==> config.mk <==
export PLATFORM = sky130hd
export DESIGN_NAME = dmem_mmio
export DESIGN_NICKNAME = d
export VERILOG_FILES = /design/src/rtl/dmem_mmio_pkg.sv /design/src/rtl/dmem_timer.sv /design/src/rtl/dmem_mmio.sv
export SDC_FILE = /design/constraint.sdc
export NUM_CORES = 2
export LEC_CHECK = 0
export CORE_MARGIN = 4
export CORE_UTILIZATION = 40
export DETAILED_ROUTE_END_ITERATION = 8
export DONT_BUFFER_PORTS = 1
export PLACE_DENSITY = 0.56
export REMOVE_ABC_BUFFERS = 1
export SYNTH_ARGS = -nofsm -noshare
export SYNTH_HDL_FRONTEND = slang
export SYNTH_SLANG_ARGS = --single-unit
export TNS_END_PERCENT = 5
==> constraint.sdc <==
create_clock -name clk -period 3.4 [get_ports clk]
set_input_delay 0.17 -clock clk [delete_from_list [all_inputs] [get_ports clk]]
set_output_delay 0.17 -clock clk [all_outputs]
set_load 0.02 [all_outputs]
==> src/rtl/dmem_mmio_pkg.sv <==
// -----------------------------------------------------------------------------
// dmem_mmio_pkg
// Shared constants for the data-memory / memory-mapped I/O stage:
//   - IO_BASE_HI   : addr[31:16] value that selects the I/O block
//   - OFF_*        : byte offsets of the I/O registers inside the I/O block
//   - CTRL_*       : bit positions inside TIMER_CTRL
// No ports (package).
// -----------------------------------------------------------------------------
package dmem_mmio_pkg;

    localparam logic [15:0] IO_BASE_HI   = 16'hFFFF;

    localparam logic [15:0] OFF_GPIO_OUT = 16'h0000;
    localparam logic [15:0] OFF_GPIO_IN  = 16'h0004;
    localparam logic [15:0] OFF_TCNT     = 16'h0008;
    localparam logic [15:0] OFF_TCMP     = 16'h000C;
    localparam logic [15:0] OFF_TCTRL    = 16'h0010;

    localparam int CTRL_EN         = 0;
    localparam int CTRL_AUTORELOAD = 1;
    localparam int CTRL_IRQ_EN     = 2;
    localparam int CTRL_FLAG       = 3;

    // Register offsets compared as word indices, since addr[1:0] is ignored.
    function automatic logic [13:0] off_word(input logic [15:0] off);
        return off[15:2];
    endfunction

endpackage

==> src/rtl/dmem_timer.sv <==
// -----------------------------------------------------------------------------
// dmem_timer
// Compare-match timer holding TIMER_CNT, TIMER_CMP, TIMER_CTRL and the match
// flag. Register writes arrive as one-hot strobes sharing one data bus; the
// read mux lives in the parent.
// Ports:
//   clk, reset          clock, asynchronous active-high reset
//   cnt_we/cmp_we/ctrl_we  write strobes for CNT / CMP / CTRL
//   wdata[31:0]         write data
//   cnt, cmp, ctrl      register readback (ctrl includes the flag in bit 3)
//   irq                 flag AND irq_en, from registered state only
// -----------------------------------------------------------------------------
module dmem_timer
    import dmem_mmio_pkg::*;
#(
    parameter logic [31:0] CMP_RESET = 32'hFFFF_FFFF
) (
    input  logic        clk,
    input  logic        reset,
    input  logic        cnt_we,
    input  logic        cmp_we,
    input  logic        ctrl_we,
    input  logic [31:0] wdata,
    output logic [31:0] cnt,
    output logic [31:0] cmp,
    output logic [31:0] ctrl,
    output logic        irq
);

    logic en;
    logic autoreload;
    logic irq_en;
    logic flag;
    logic match;

    // Compare always uses the registered CMP, so a CMP write only affects
    // matching from the following cycle.
    assign match = en && (cnt == cmp);

    always_ff @(posedge clk or posedge reset) begin
        if (reset) begin
            cnt        <= '0;
            cmp        <= CMP_RESET;
            en         <= 1'b0;
            autoreload <= 1'b0;
            irq_en     <= 1'b0;
            flag       <= 1'b0;
        end else begin
            // A software write to CNT overrides increment and reload.
            if (cnt_we) begin
                cnt <= wdata;
            end else if (en) begin
                if (match && autoreload) cnt <= '0;
                else                     cnt <= cnt + 32'd1;
            end

            if (cmp_we) cmp <= wdata;

            if (ctrl_we) begin
                en         <= wdata[CTRL_EN];
                autoreload <= wdata[CTRL_AUTORELOAD];
                irq_en     <= wdata[CTRL_IRQ_EN];
            end

            // A new match beats a simultaneous write-1-to-clear.
            if (match)                              flag <= 1'b1;
            else if (ctrl_we && wdata[CTRL_FLAG])   flag <= 1'b0;
        end
    end

    always_comb begin
        ctrl                  = '0;
        ctrl[CTRL_EN]         = en;
        ctrl[CTRL_AUTORELOAD] = autoreload;
        ctrl[CTRL_IRQ_EN]     = irq_en;
        ctrl[CTRL_FLAG]       = flag;
    end

    assign irq = flag & irq_en;

endmodule

==> src/rtl/dmem_mmio.sv <==
// -----------------------------------------------------------------------------
// dmem_mmio
// Data-memory stage for the single-cycle core: word-addressed RAM in the low
// address space, I/O block (GPIO out, synchronized GPIO in, timer) when
// addr[31:16] == 16'hFFFF. Reads are combinational; writes happen on the
// rising clock edge when memwrite is high.
// Ports:
//   clk, reset        clock, asynchronous active-high reset
//   memwrite          store strobe
//   addr[31:0]        byte address (low two bits ignored)
//   writedata[31:0]   store data
//   readdata[31:0]    load data, combinational from addr
//   gpio_in           external asynchronous inputs
//   gpio_out          GPIO output register
//   irq               timer interrupt request
// -----------------------------------------------------------------------------
module dmem_mmio
    import dmem_mmio_pkg::*;
#(
    parameter int          RAM_WORDS = 64,
    parameter int          GPIO_W    = 16,
    parameter logic [31:0] CMP_RESET = 32'hFFFF_FFFF
) (
    input  logic              clk,
    input  logic              reset,
    input  logic              memwrite,
    input  logic [31:0]       addr,
    input  logic [31:0]       writedata,
    output logic [31:0]       readdata,
    input  logic [GPIO_W-1:0] gpio_in,
    output logic [GPIO_W-1:0] gpio_out,
    output logic              irq
);

    localparam int AW = $clog2(RAM_WORDS);

    logic              io_sel;
    logic [13:0]       io_word;
    logic [AW-1:0]     ram_idx;
    logic              io_we;
    logic [GPIO_W-1:0] gpio_sync1;
    logic [GPIO_W-1:0] gpio_sync2;
    logic [31:0]       gpio_out_ext;
    logic [31:0]       gpio_in_ext;
    logic [31:0]       tcnt;
    logic [31:0]       tcmp;
    logic [31:0]       tctrl;
    logic [31:0]       ram [RAM_WORDS];
    logic              unused_addr_lsbs;

    assign io_sel           = (addr[31:16] == IO_BASE_HI);
    assign io_word          = addr[15:2];
    // Upper address bits are not decoded, so the RAM aliases through the space.
    assign ram_idx          = addr[AW+1:2];
    assign io_we            = memwrite && io_sel;
    assign unused_addr_lsbs = ^addr[1:0];

    // RAM contents are deliberately not reset.
    always_ff @(posedge clk) begin
        if (memwrite && !io_sel) ram[ram_idx] <= writedata;
    end

    always_ff @(posedge clk or posedge reset) begin
        if (reset) begin
            gpio_out   <= '0;
            gpio_sync1 <= '0;
            gpio_sync2 <= '0;
        end else begin
            if (io_we && io_word == off_word(OFF_GPIO_OUT))
                gpio_out <= writedata[GPIO_W-1:0];
            gpio_sync1 <= gpio_in;
            gpio_sync2 <= gpio_sync1;
        end
    end

    dmem_timer #(
        .CMP_RESET (CMP_RESET)
    ) u_timer (
        .clk     (clk),
        .reset   (reset),
        .cnt_we  (io_we && io_word == off_word(OFF_TCNT)),
        .cmp_we  (io_we && io_word == off_word(OFF_TCMP)),
        .ctrl_we (io_we && io_word == off_word(OFF_TCTRL)),
        .wdata   (writedata),
        .cnt     (tcnt),
        .cmp     (tcmp),
        .ctrl    (tctrl),
        .irq     (irq)
    );

    // Zero-extension written this way also works for GPIO_W == 32.
    always_comb begin
        gpio_out_ext             = '0;
        gpio_out_ext[GPIO_W-1:0] = gpio_out;
        gpio_in_ext              = '0;
        gpio_in_ext[GPIO_W-1:0]  = gpio_sync2;
    end

    always_comb begin
        readdata = '0;
        if (io_sel) begin
            if      (io_word == off_word(OFF_GPIO_OUT)) readdata = gpio_out_ext;
            else if (io_word == off_word(OFF_GPIO_IN))  readdata = gpio_in_ext;
            else if (io_word == off_word(OFF_TCNT))     readdata = tcnt;
            else if (io_word == off_word(OFF_TCMP))     readdata = tcmp;
            else if (io_word == off_word(OFF_TCTRL))    readdata = tctrl;
        end else begin
            readdata = ram[ram_idx];
        end
    end

endmodule

==> results by group <==
Run status
  • Failing checks: slew limit, setup timing
  • Status: finished, violations left

Floorplanning
  • Initial core utilization: 40.2%
  • I/O pins: 132
  • Vert. Die Dim: 467 microns
  • # rows: 168
  • Core ar.: 0.210 sq mm
  • Die width: 467 microns
  • Die Area: 0.218 sq mm

Finish
  • Commonest non-fill, non-tap cells in the layout: edfxtp_1 (2048), mux4_2 (526), buf_4 (226), clkbuf_16 (223), mux2i_1 (111)
  • Fraction of layout cells with a size suffix above 1: 30.4%
  • Commonest non-fill, non-tap cell in the layout: edfxtp_1
  • Final Net Count: 4380
  • Layout Area Growth over Synthesis: 17.5%

Routing
  • Vias per cell: 5.93
  • DR WL/cell: 34.3 microns
  • DRT Wirelength: 250000 microns
  • DRC Markers: 0
  • Routed vias: 43238
  • Drt first pass iters: 6
  • Antenna-violating nets left: 0
  • Iteration-0 DRC Markers: 5409

Synthesis
  • EDFF count, synth: 2048
  • Gate Count Post-Synth: 3891
  • Xor and xnor area share after synthesis: 0.520%
  • Sequential cell area fraction in the yosys report: 76.5%
  • Post-synthesis compound-gate area fraction: 2.76%
  • Post-Synth Simple-Gate Area: 2.45%
  • Yosys warnings: 0
  • Area leader, netlist: edfxtp_1
  • Syn Std Cell Area: 0.0842 sq mm
  • Largest cells by area after synthesis: edfxtp_1 (73%), mux4_2 (14%), dfrtp_1 (2.5%)
  • Synth Flop Type: edfxtp_1
  • Async S/R FF share, synth: 5.36%
  • Largest family of logic cells by synthesized area: multiplexers
  • Synth cell types: 70
  • Syn_area_per_cell: 21.7 sq um
  • Synthesized flop and latch total: 2164
  • Portion of netlist area occupied by mux cells: 16.3%
  • Yosys top cell area share: 73.0%
  • Post-synthesis adder-cell area fraction: 0.0149%

STA
  • Slew @ Worst Pin: 1840 ps
  • RSZ-0062 raised after global routing: yes
  • Final worst-path setup slack: -355 ps
  • Relative slew margins: -22.6%
  • Final setup violation count: 20
  • Worst hold slack: 61.9 ps
  • Period minus WS final: 3760 ps
  • Max Clock Freq: 266 MHz
  • Max Clock Skew: 23.9 ps
  • TNS Setup: -1270 ps
  • Pins Over Slew Limit: 200
  • Final period util: 110%
  • Final Hold Viols: 0

Critical path
  • Reg2Reg Setup Slack: 520 ps
  • Crit end category: primary output
  • Crit path max-delay family: buffers and inverters
  • Worst endpoint required time: 3230 ps
  • Slowest-stage cell, CP: inv_1
  • Worst stage delay on the critical path: 720 ps
  • Setup CP Type: primary input to primary output
  • Critical-path cell list: inv_1, nand2_1, or3_4, o211ai_1, a22oi_2, buf_4, buf_4
  • Worst Setup Start Kind: primary input
  • Crit path max fanout: 420
  • Critical path buffer and inverter count: 3
  • CP dominant cell by count: buf_4
  • WP data arrival: 3590 ps

Pwr
  • Leak: 31.4 nW
  • Max IR drop VDD: 459 uV
  • Power per cell area: 562 mW/mm^2
  • Final Power: 55.7 mW

GRT
  • Vias in the first global route: 43045
  • First-pass GRT wire length: 349000 microns
  • Total GRT Usage: 22.8%
  • Initial antenna violation count: 9
  • Total grt overflow: 0
  • Largest net degree at the start of global routing: 421

Clock tree
  • CTS tree: yes
  • H-tree lvl count: 4
  • Max Buffers Root-to-Sink: 3
  • Clk slew on worst S/H paths: 70 ps
  • Total CTS buffers: 218
  • Worst-skew pair later-pin latency: 860 ps
  • Clock root buffer: clkbuf_16
  • Sink Count: 2164

Placement
  • IO Port Bufs: 0
  • Setup slack at placement: -2310 ps
  • GP Congestion: 0.870
  • Post-DP HPWL: 140000 microns

Run
  • # Max-Cap Violations: 0

Hold path
  • Class of the worst hold path: primary input to flop
## Yosys cell counts (11+ instances only)
library cell	count
edfxtp_1	2048
mux4_2	526
nor2_1	115
a22oi_1	112
mux2i_1	111
nand2_1	108
clkbuf_1	84
dfrtp_1	84
buf_2	62
a21oi_1	53
nand3_1	43
xnor2_1	43
nand4_1	41
o21ai_0	36
dfstp_2	32
nor3_1	32
mux2_4	29
o22ai_1	29
mux2_2	27
buf_6	24
buf_4	23
inv_1	16
buf_1	14
nand2b_1	14
o2111ai_1	14
a211oi_1	13
a22o_1	12
o221ai_1	11
## sequential cells by signal, indices dropped and copies added (netlist names)
signal / cells
u_timer.autoreload: 1
ram: 2048
gpio_sync2: 16
gpio_sync1: 16
u_timer.en: 1
u_timer.flag: 1
gpio_out: 16
u_timer.cnt: 32
u_timer.irq_en: 1
u_timer.cmp: 32
## path summary, 6_finish.rpt
check / endpoint / startpoint / cells after the start
worst max-delay path: readdata[5] / addr[3] / 7
worst min-delay path: ram[56][11] / addr[4] / 4
worst max register to register: u_timer.cnt[17] / u_timer.cnt[6] / 7
worst min register to register: gpio_sync2[1] / gpio_sync1[1] / 0
max in group asynchronous: u_timer.cmp[21] / reset / 4
min in group asynchronous: u_timer.cnt[7] / reset / 3
## routing by layer
| metal | wire, microns | vias to the layer above | track usage, % |
|---|---|---|---|
| met5 | 42 | - | 0 |
| met4 | 9340 | 8 | 7.70 |
| met3 | 17700 | 365 | 3.66 |
| met2 | 120000 | 1916 | 36.3 |
| met1 | 103000 | 23679 | 32.1 |
| li1 | - | 17270 | - |
## worst register-to-register path: cells and delay by family, from the launching register on
kind,cells,cell delay (ps)
and+or+nand+nor,4,970
buffers and inverters,1,560
DFF,1,480
xor gates and xnor gates,1,420
AOI/OAI and AO/OA,1,340
## area by class of cell
cell class | instances | area, sq um
fill | 17149 | 111000
sequential | 2164 | 64400
multi-input combinational | 1499 | 19400
clock buffer | 294 | 5870
timing repair buffer | 393 | 4650
tap | 2805 | 3510
clock inverter | 114 | 992
inverter | 20 | 85.1
antenna | 3 | 7.51
## stage by stage
| stage | utilization [%] | cells | area (sq um) |
|---|---|---|---|
| finish | 47.2 | 7292 | 99000 |
| global route | 47.2 | 7289 | 99000 |
| CTS | 47.2 | 7287 | 98900 |
| detailed placement | 42.8 | 6762 | 89700 |
| global placement | 42.8 | 6762 | 89700 |
| floorplan | - | 3683 | 83100 |
## report_power, final
group | internal, mW | leakage (nW) | total (mW) | switching, mW
clock | 12.9 | 3.32 | 23.2 | 10.3
combinational | 1.31 | 8.30 | 3.09 | 1.78
sequential | 29.4 | 19.8 | 29.4 | 0.0446
## cells by family after synthesis
group,count (synthesis)
flops,2164
mux,698
simple gates,414
compound gates,336
buf+inv,228
xor+xnor,50
fa+ha+maj,1
## what timing repair did
action / CTS / global route
pin swaps: 13 / 11
cloned: 12 / 2
endpoints found under the setup margin: 32 / 25
hold buffers: 106 / 0
setup buffers: 0 / 0
resized for setup: 57 / 18
hold endpoints to repair: 2279 / 0
Note: power is estimated with default switching activity, not from simulation.
